[src/rtl/muldiv_unit_if.sv]
// Request/response bundle between the control unit and the iterative
// multiply/divide unit. The control unit drives operands and start, and the
// unit returns HI/LO plus its status flags.
interface muldiv_unit_if #(
  parameter int WIDTH = 32
);
  logic             start;
  logic [1:0]       op;
  logic [WIDTH-1:0] a;
  logic [WIDTH-1:0] b;
  logic [WIDTH-1:0] hi;
  logic [WIDTH-1:0] lo;
  logic             busy;
  logic             done;
  logic             div_zero;

  modport master (
    output start, op, a, b,
    input  hi, lo, busy, done, div_zero
  );

  modport slave (
    input  start, op, a, b,
    output hi, lo, busy, done, div_zero
  );
endinterface

[src/rtl/muldiv_unit.sv]
// Iterative signed/unsigned multiply and divide unit feeding HI/LO.
// Both operations work on operand magnitudes, taking one step per cycle for
// WIDTH cycles. The sign is fixed up on the last step, so HI/LO change only
// on the edge that enters DONE.
module muldiv_unit #(
  parameter int WIDTH = 32
) (
  input logic          clk,
  input logic          reset,
  muldiv_unit_if.slave bus
);

  localparam int CNT_W = $clog2(WIDTH + 1);

  typedef enum logic [1:0] {
    IDLE,
    RUN,
    DONE
  } state_t;

  state_t           state_q, state_d;
  logic [CNT_W-1:0] count_q, count_d;
  logic             isDiv_q, isDiv_d;
  logic             negLo_q, negLo_d;
  logic             negHi_q, negHi_d;
  logic             divZero_q, divZero_d;
  logic [WIDTH-1:0] mcand_q, mcand_d;
  logic [WIDTH-1:0] accHi_q, accHi_d;
  logic [WIDTH-1:0] accLo_q, accLo_d;
  logic [WIDTH-1:0] hi_q, hi_d;
  logic [WIDTH-1:0] lo_q, lo_d;

  logic             signedOp;
  logic             aNeg, bNeg;
  logic [WIDTH-1:0] aMag, bMag;
  logic [WIDTH:0]   mulSum;
  logic [WIDTH:0]   remShift;
  logic             remGe;
  logic [WIDTH-1:0] stepHi, stepLo;
  logic [2*WIDTH-1:0] prod;
  logic [WIDTH-1:0] finalHi, finalLo;

  // Operand magnitudes and sign bookkeeping for an incoming request
  always_comb begin
    signedOp = ~bus.op[0];
    aNeg     = signedOp & bus.a[WIDTH-1];
    bNeg     = signedOp & bus.b[WIDTH-1];
    aMag     = aNeg ? (-bus.a) : bus.a;
    bMag     = bNeg ? (-bus.b) : bus.b;
  end

  // One shift-add or restoring-divide step, plus the sign-corrected result of that step
  always_comb begin
    mulSum   = {1'b0, accHi_q} + (accLo_q[0] ? {1'b0, mcand_q} : '0);
    remShift = {accHi_q, accLo_q[WIDTH-1]};
    remGe    = remShift >= {1'b0, mcand_q};
    if (isDiv_q) begin
      stepHi = remGe ? (remShift[WIDTH-1:0] - mcand_q) : remShift[WIDTH-1:0];
      stepLo = {accLo_q[WIDTH-2:0], remGe};
    end else begin
      {stepHi, stepLo} = {mulSum, accLo_q[WIDTH-1:1]};
    end
    prod = {stepHi, stepLo};
    if (isDiv_q) begin
      finalLo = negLo_q ? (-stepLo) : stepLo;
      finalHi = negHi_q ? (-stepHi) : stepHi;
    end else begin
      if (negLo_q) begin
        prod = -prod;
      end
      finalHi = prod[2*WIDTH-1:WIDTH];
      finalLo = prod[WIDTH-1:0];
    end
  end

  // Next-state and datapath control for the IDLE/RUN/DONE sequence
  always_comb begin
    state_d   = state_q;
    count_d   = count_q;
    isDiv_d   = isDiv_q;
    negLo_d   = negLo_q;
    negHi_d   = negHi_q;
    divZero_d = divZero_q;
    mcand_d   = mcand_q;
    accHi_d   = accHi_q;
    accLo_d   = accLo_q;
    hi_d      = hi_q;
    lo_d      = lo_q;
    unique case (state_q)
      IDLE: begin
        if (bus.start) begin
          isDiv_d = bus.op[1];
          negLo_d = aNeg ^ bNeg;
          negHi_d = bus.op[1] & aNeg;
          mcand_d = bMag;
          accLo_d = aMag;
          accHi_d = '0;
          count_d = CNT_W'(WIDTH);
          if (bus.op[1] && (bus.b == '0)) begin
            divZero_d = 1'b1;
            state_d   = DONE;
          end else begin
            divZero_d = 1'b0;
            state_d   = RUN;
          end
        end
      end
      RUN: begin
        accHi_d = stepHi;
        accLo_d = stepLo;
        count_d = count_q - CNT_W'(1);
        if (count_q == CNT_W'(1)) begin
          hi_d    = finalHi;
          lo_d    = finalLo;
          state_d = DONE;
        end
      end
      DONE: begin
        divZero_d = 1'b0;
        state_d   = IDLE;
      end
      default: begin
        state_d = IDLE;
      end
    endcase
  end

  // State and datapath registers; reset aborts any operation and clears HI/LO
  always_ff @(posedge clk) begin
    if (reset) begin
      state_q   <= IDLE;
      count_q   <= '0;
      isDiv_q   <= 1'b0;
      negLo_q   <= 1'b0;
      negHi_q   <= 1'b0;
      divZero_q <= 1'b0;
      mcand_q   <= '0;
      accHi_q   <= '0;
      accLo_q   <= '0;
      hi_q      <= '0;
      lo_q      <= '0;
    end else begin
      state_q   <= state_d;
      count_q   <= count_d;
      isDiv_q   <= isDiv_d;
      negLo_q   <= negLo_d;
      negHi_q   <= negHi_d;
      divZero_q <= divZero_d;
      mcand_q   <= mcand_d;
      accHi_q   <= accHi_d;
      accLo_q   <= accLo_d;
      hi_q      <= hi_d;
      lo_q      <= lo_d;
    end
  end

  assign bus.hi       = hi_q;
  assign bus.lo       = lo_q;
  assign bus.busy     = (state_q != IDLE);
  assign bus.done     = (state_q == DONE);
  assign bus.div_zero = (state_q == DONE) & divZero_q;

endmodule
[src/flat_wrapper.sv]
// flat-port wrapper written by rule: the top's interface ports become plain ports
module muldiv_unit_flat 
#(
  parameter int WIDTH = 32
)
  (clk, reset, bus_start, bus_op, bus_a, bus_b, bus_hi, bus_lo, bus_busy, bus_done, bus_div_zero);
  muldiv_unit_if #(.WIDTH(WIDTH)) bus_i ();
  input logic clk;
  input logic reset;
  input wire logic [$bits(bus_i.start)-1:0] bus_start;
  input wire logic [$bits(bus_i.op)-1:0] bus_op;
  input wire logic [$bits(bus_i.a)-1:0] bus_a;
  input wire logic [$bits(bus_i.b)-1:0] bus_b;
  output wire logic [$bits(bus_i.hi)-1:0] bus_hi;
  output wire logic [$bits(bus_i.lo)-1:0] bus_lo;
  output wire logic [$bits(bus_i.busy)-1:0] bus_busy;
  output wire logic [$bits(bus_i.done)-1:0] bus_done;
  output wire logic [$bits(bus_i.div_zero)-1:0] bus_div_zero;
  assign bus_i.start = bus_start;
  assign bus_i.op = bus_op;
  assign bus_i.a = bus_a;
  assign bus_i.b = bus_b;
  assign bus_hi = bus_i.hi;
  assign bus_lo = bus_i.lo;
  assign bus_busy = bus_i.busy;
  assign bus_done = bus_i.done;
  assign bus_div_zero = bus_i.div_zero;
  muldiv_unit #(.WIDTH(WIDTH)) u_core (.clk(clk), .reset(reset), .bus(bus_i));
endmodule
[config.mk]
export PLATFORM = sky130hd
export DESIGN_NAME = muldiv_unit_flat
export DESIGN_NICKNAME = d
export VERILOG_FILES = /design/src/rtl/muldiv_unit_if.sv /design/src/rtl/muldiv_unit.sv /design/src/flat_wrapper.sv
export SDC_FILE = /design/constraint.sdc
export NUM_CORES = 1
export LEC_CHECK = 0
export ABC_AREA = 0
export ABC_CLOCK_PERIOD_IN_PS = 10250
export BUFFER_PORTS_ARGS = -buffer_cell sky130_fd_sc_hd__buf_2
export CORE_MARGIN = 5
export CORE_UTILIZATION = 33
export CTS_CLUSTER_SIZE = 30
export DETAILED_ROUTE_END_ITERATION = 10
export PLACE_DENSITY_LB_ADDON = 0.15
export SYNTH_ARGS = -nofsm -noshare
export SYNTH_HDL_FRONTEND = slang
export SYNTH_SLANG_ARGS = --single-unit
[constraint.sdc]
create_clock -name clk -period 10.25 [get_ports clk]
set_input_delay 0.5125 -clock clk [delete_from_list [all_inputs] [get_ports clk]]
set_output_delay 0.5125 -clock clk [all_outputs]
set_load 0.005 [all_outputs]
======== Yosys cells after proc, flatten, opt, wreduce, memory -nomap -nowiden ========
Cells that the tools add are included.
word-level totals
  flip-flop bits (word level) ............. 172
  input port bits ......................... 69
  logic and storage cells ................. 66
cells by class
  $add $sub $neg .......................... 8
  magnitude comparators ................... 1
  equal/unequal tests ..................... 5
  mux-type cells .......................... 24
  bitwise operators ....................... 6
  reductions and logical operators ........ 11
operator list
  operator                                                            number
  32-bit two-way mux                                                  12
  32-bit negation                                                     4
  32-bit one-hot mux with 2 select lines                              2
  64-bit two-way mux                                                  1
  64-bit negation                                                     1
  32-bit by 33-bit adder with 33-bit output                           1
  33-bit by 32-bit >= comparator with 1-bit output                    1
  32-bit logical NOT                                                  1
  32-bit subtractor                                                   1
  6-bit one-hot mux with 2 select lines                               1
  2-bit AND reduction                                                 5
  6-bit by 1-bit == test with 1-bit output, second input constant     1
  2-bit two-way mux                                                   3
  6-bit two-way mux                                                   1
  2-bit nonzero test                                                  3
  6-bit by 1-bit subtractor with 6-bit output, second input constant  1
  1-bit bitwise AND                                                   4
  2-bit one-hot mux with 2 select lines                               1
  2-bit by 1-bit == test with 1-bit output, second input constant     1
  2-bit == test, second input constant                                1
  2-bit logical NOT                                                   1
  1-bit two-way mux                                                   2
  2-bit by 1-bit != test with 1-bit output, second input constant     1
  2-bit != test, second input constant                                1
  4 further kinds                                                     4

======== Logic depth before layout (Yosys ltp) ========
  depth in word-level cells ............... 6
  depth in mapped cells ................... 25
  mapped depth without buffers ............ 21

======== Worst setup path after synthesis ========
Ideal clock, no wire load.
  path type ............................... reg2reg
  from .................................... reg u_core.isDiv_q
  to ...................................... reg u_core.hi_q[22], in the netlist u_core.bus.hi[22]
  arrival ................................. 4.501 ns
  required time ........................... 10.188 ns
  path slack .............................. 5.687 ns
  cell stages (with the launch flop) ...... 24
  buffers on the path ..................... 10
  cells stage by stage .................... dfxtp_1 buf_2 buf_2 buf_2 buf_2 buf_2 buf_2 clkbuf_1 buf_1 clkbuf_1 o21a_1 inv_1 ha_1 nand2_1 nor2_1 nand2b_1 or3_1 clkbuf_1 nor3_1 nand4_1 a22o_1 o41ai_2 or4_1 nand3_1
between the ends
  cells in the longest elaborated chain, start to end .. 4
  elaborated cells on any way between the ends .. 7
  classes of those cells .................. add/sub (2); mux (5)
RTL lines
  item                                                      RTL line                              text
  start: declaration                                        muldiv_unit.sv:23                     logic isDiv_q, isDiv_d;
  start signal: assignment                                  muldiv_unit.sv:145                    isDiv_q <= isDiv_d;
  32-bit two-way mux                                        muldiv_unit.sv:57                     if (isDiv_q) begin
  64-bit negation or 32-bit negation (tied branches)        muldiv_unit.sv:69, muldiv_unit.sv:66
  64-bit two-way mux or 32-bit two-way mux (tied branches)  muldiv_unit.sv:68, muldiv_unit.sv:66
  32-bit two-way mux *                                      muldiv_unit.sv:64                     if (isDiv_q) begin
  end signal: assignment                                    muldiv_unit.sv:152                    hi_q <= hi_d;
  end: declaration                                          muldiv_unit.sv:30                     logic [WIDTH-1:0] hi_q, hi_d;
Mark *: on every way between the ends. The rest lies on a longest branch, timed or not.
A chain may end at the register's enable or synchronous reset.

======== Worst setup path after layout ========
  from .................................... reg u_core.mcand_q[20]
  to ...................................... reg u_core.hi_q[28], in the netlist u_core.bus.hi[28]
between the ends
  cells in the longest elaborated chain, start to end .. 6
  elaborated cells on any way between the ends .. 12
  classes of those cells .................. add/sub (4); order compare (1); mux (7)
RTL lines
  item                                                                             RTL line                              text
  start: declaration                                                               muldiv_unit.sv:27                     logic [WIDTH-1:0] mcand_q, mcand_d;
  start signal: assignment                                                         muldiv_unit.sv:149                    mcand_q <= mcand_d;
  32-bit two-way mux (tied with other cells)                                       muldiv_unit.sv:54                     mulSum = {1'b0, accHi_q} + (accLo_q[0] ? {1'b0, mcand_q} : '0);
  32-bit by 33-bit adder with 33-bit output or 32-bit two-way mux (tied branches)  muldiv_unit.sv:54, muldiv_unit.sv:58
  32-bit two-way mux                                                               muldiv_unit.sv:57
  64-bit negation or 32-bit negation (tied branches)                               muldiv_unit.sv:69, muldiv_unit.sv:66
  64-bit two-way mux or 32-bit two-way mux (tied branches)                         muldiv_unit.sv:68, muldiv_unit.sv:66
  32-bit two-way mux *                                                             muldiv_unit.sv:64
Marks and branches as above.

==> impl_metrics.env <==
export IMPL_grt_overflow=0
export IMPL_synthDistinctLibCells=88
export IMPL_synth_area_um2=14580
export IMPL_drt_pass1_iterations=7
export IMPL_yosysMostFrequentCell="nor2_1"
export IMPL_rows=77
export IMPL_fin_tns_setup_ns=0
export IMPL_vdd_drop_max_uv=104.3
export IMPL_p_clk_share_pct=31.4
export IMPL_wl_mm=57.85
export IMPL_n_fill_cell=4747
export IMPL_cts_hold_buf=0
export IMPL_post_cts_buffers=0
export IMPL_track_usage_pct=23.39
export IMPL_clock_fmax_ghz=0.1673
export IMPL_final_setup_skew_ns=0.02244
export IMPL_hold_slack_ns=0.3184
export IMPL_regArea_um2=3447
export IMPL_power_density_nw_per_um2=134.6
export IMPL_final_layout_size_suffix_gt1_share_pct=12.06
export IMPL_hold_viol=0
export IMPL_crit_fanout=7
export IMPL_grt_max_degree=81
export IMPL_dieArea_um2=48490
export IMPL_pwr_share_seq_pct=34.4
export IMPL_maxCapViolations=0
export IMPL_endpoint_kind="register"
export IMPL_hold_path_class="primary input to register"
export IMPL_routedWlPerCell_um=21.82
export IMPL_synth_main_ff_cell="dfxtp_1"
export IMPL_syn2layout_area_growth_pct=11.87
export IMPL_status="finished, final reports clean"
export IMPL_crit_type="register to register"
export IMPL_syn_nets=2123
export IMPL_initial_core_util_pct=33.19
export IMPL_coreArea_um2=43930
export IMPL_seq_area_frac_synth_pct=23.61
export IMPL_netlist_instances=1982
export IMPL_ant_nets=0
export IMPL_route_detailed_drc=0
export IMPL_vias=15250
export IMPL_yosysTopAreaCellShare_pct=23.61
export IMPL_antenna_found_initial=2
export IMPL_die_w_um=220.2
export IMPL_drtIter0Drc=1469
export IMPL_finalCritPeriodShare_pct=58.33
export IMPL_intPower_mw=1.312
export IMPL_numCtsBuffers=17
export IMPL_grt_pass1_wl_mm=87.46
export IMPL_max_slew_margin_rel_pct=21.61
export IMPL_critPathSlowestCell="o31ai_1"
export IMPL_synth_area_leader_cell="dfxtp_1"
export IMPL_clk_latency_ns=0.48
export IMPL_vias_per_cell=5.751
export IMPL_clk_path_buf_depth=2
export IMPL_h_tree_depth=4
export IMPL_cts_resized=0
export IMPL_synth_edff_count=0
export IMPL_synth_common_cells="nor2_1, nand2_1, a21oi_1, dfxtp_1, o21ai_0"
export IMPL_crit_path_start_kind="register"
export IMPL_ys_warnings_count=0
export IMPL_ys_ff_latch=172
export IMPL_swShare_pct=40.28
export IMPL_io_pin_count=136
export IMPL_combinationalPowerShare_pct=34.1
export IMPL_drv_slew=0
export IMPL_multi_input_area_um2=10430
export IMPL_grt_setup_unrepaired="no"
export IMPL_tightest_slew_ns=1.143
export IMPL_arrival_ns=6.34
export IMPL_crit_path_max_incr_delay_ns=0.83
export IMPL_async_flop_share_pct=0
export IMPL_nets=2185
export IMPL_p_leak_nw=6.444
export IMPL_hpwl_mm=44.96
export IMPL_cts_root_buf="clkbuf_16"
export IMPL_worstPathRequired_ns=10.61
export IMPL_place_congestion=0.9540
export IMPL_die_y_um=220.2
export IMPL_finalSetupViolCount=0
export IMPL_path_cells="inv_1 > ha_1 > a21oi_2 > o21ai_2 > a221o_1 > a211oi_4 > o211ai_1 > o21a_1 > inv_1 > ha_1 > nand2_1 > nor2_1 > nand2b_1 > or3_1 > o31ai_1 > nand3_1 > o21ai_1 > nand2_1 > o21ai_1 > xnor2_1 > a22o_1"
export IMPL_path_clk_slew_ns=0.08
export IMPL_fin_crit_ns=5.979
export IMPL_port_buffer_count=135
export IMPL_p_switching_mw=0.8848
export IMPL_cts_sink_count=172
export IMPL_grt_pass1_vias=14110
export IMPL_synthTopCellsByArea="dfxtp_1, nor2_1, a21oi_1"
export IMPL_avgSynthCellArea_um2=7.358
export IMPL_cts_tree="built"
## sequential cells by signal, indices dropped and copies added, names as in the netlist
register	count
u_core.accLo_q	32
u_core.state_q	2
u_core.divZero_q	1
u_core.negLo_q	1
u_core.bus.lo	32
u_core.mcand_q	32
u_core.negHi_q	1
u_core.accHi_q	32
u_core.count_q	6
u_core.bus.hi	32
u_core.isDiv_q	1
## power by group through the flow
stage | combinational [mW] | clock (mW) | sequential (mW)
finish | 0.750 | 0.691 | 0.756
global route | 0.817 | 0.727 | 0.762
CTS | 0.740 | 0.704 | 0.756
detailed placement | 0.736 | 0 | 0.772
global placement | 0.737 | 0 | 0.770
floorplan | 0.525 | 0 | 0.745
## stage by stage
step	worst slack [ns]	cells	instance area, µm²	power, mW	utilization, %
after detailed placement	4.452	2617	15710	1.508	35.77
after CTS	4.422	2649	16310	2.199	37.12
after global routing	3.994	2651	16310	2.305	37.14
after global placement	4.493	2616	15710	1.507	35.75
after floorplan	5.687	1982	14580	1.270	-
final	4.271	2651	16310	2.197	37.14
## logic make-up (layout without fill, tap and decap cells)
logic type | count (synthesis) | in the layout | synth area share (%)
mux | 46 | 46 | 3.303
other cells | 0 | 2 | 0
xor+xnor | 155 | 155 | 9.309
fa+ha+maj | 72 | 72 | 6.281
flops | 172 | 172 | 23.61
simple gates | 741 | 741 | 24.08
compound gates | 612 | 612 | 28.36
buf+inv | 184 | 259 | 5.054
## path summary, 6_finish.rpt
| path | from | endpoint | slack, ns | depth (start not counted) |
|---|---|---|---|---|
| min | bus_op[1] | u_core.isDiv_q | 0.32 | 3 |
| max | u_core.mcand_q[20] | u_core.bus.hi[28] | 4.27 | 21 |
| min reg2reg | u_core.bus.lo[21] | u_core.bus.lo[21] | 0.45 | 2 |
| max reg2reg | u_core.mcand_q[20] | u_core.bus.hi[28] | 4.27 | 21 |
## worst max-delay path: cells and delay by family, from the launching register on
kind | cells | cell delay, ns
fa+ha+maj | 2 | 0.54
xor+xnor | 1 | 0.14
compound gates | 10 | 3.52
buf+inv | 2 | 0.15
flops | 1 | 0.39
simple gates | 6 | 1.12
## per-layer routing
layer / GRT usage (%) / up-vias / part of all wire (%)
met5: 0 / - / 0
met1: 34.49 / 7251 / 48
met4: 8.488 / 0 / 3.4
li1: - / 7328 / -
met2: 33.83 / 577 / 42
met3: 4.378 / 90 / 6.9
## layout make-up
type / instances / share of cell area [%]
tap: 592 / 4.540
inverter: 72 / 1.657
timing repair buffer: 155 / 5.077
sequential: 172 / 21.13
clock buffer: 17 / 2.608
clock inverter: 15 / 1.043
multi-input combinational: 1626 / 63.92
antenna: 2 / 0.03068
## layout by cell type, fill, tap and decap left out, types with 10 or more instances in the layout
cell type / instances
clkbuf_16: 17
nor2b_1: 21
o41ai_1: 13
xor2_1: 84
o21ai_0: 94
and2_1: 42
nor2_1: 263
nand3_1: 28
a222oi_1: 13
or4_1: 11
a21o_1: 24
or3_1: 25
nor4_1: 15
o211ai_1: 27
mux2i_1: 29
or2_2: 10
o31ai_1: 20
a211oi_1: 55
o21ai_1: 12
a21oi_1: 182
and3_1: 10
nor3_1: 50
a221oi_1: 14
a31oi_1: 15
a22oi_1: 38
nand4_1: 20
ha_1: 70
nand2b_1: 16
mux2_2: 17
o21a_1: 15
buf_4: 21
nand2_1: 193
buf_2: 134
xnor2_1: 71
dfxtp_1: 171
inv_1: 71
Power figures use the tool's default switching activity.
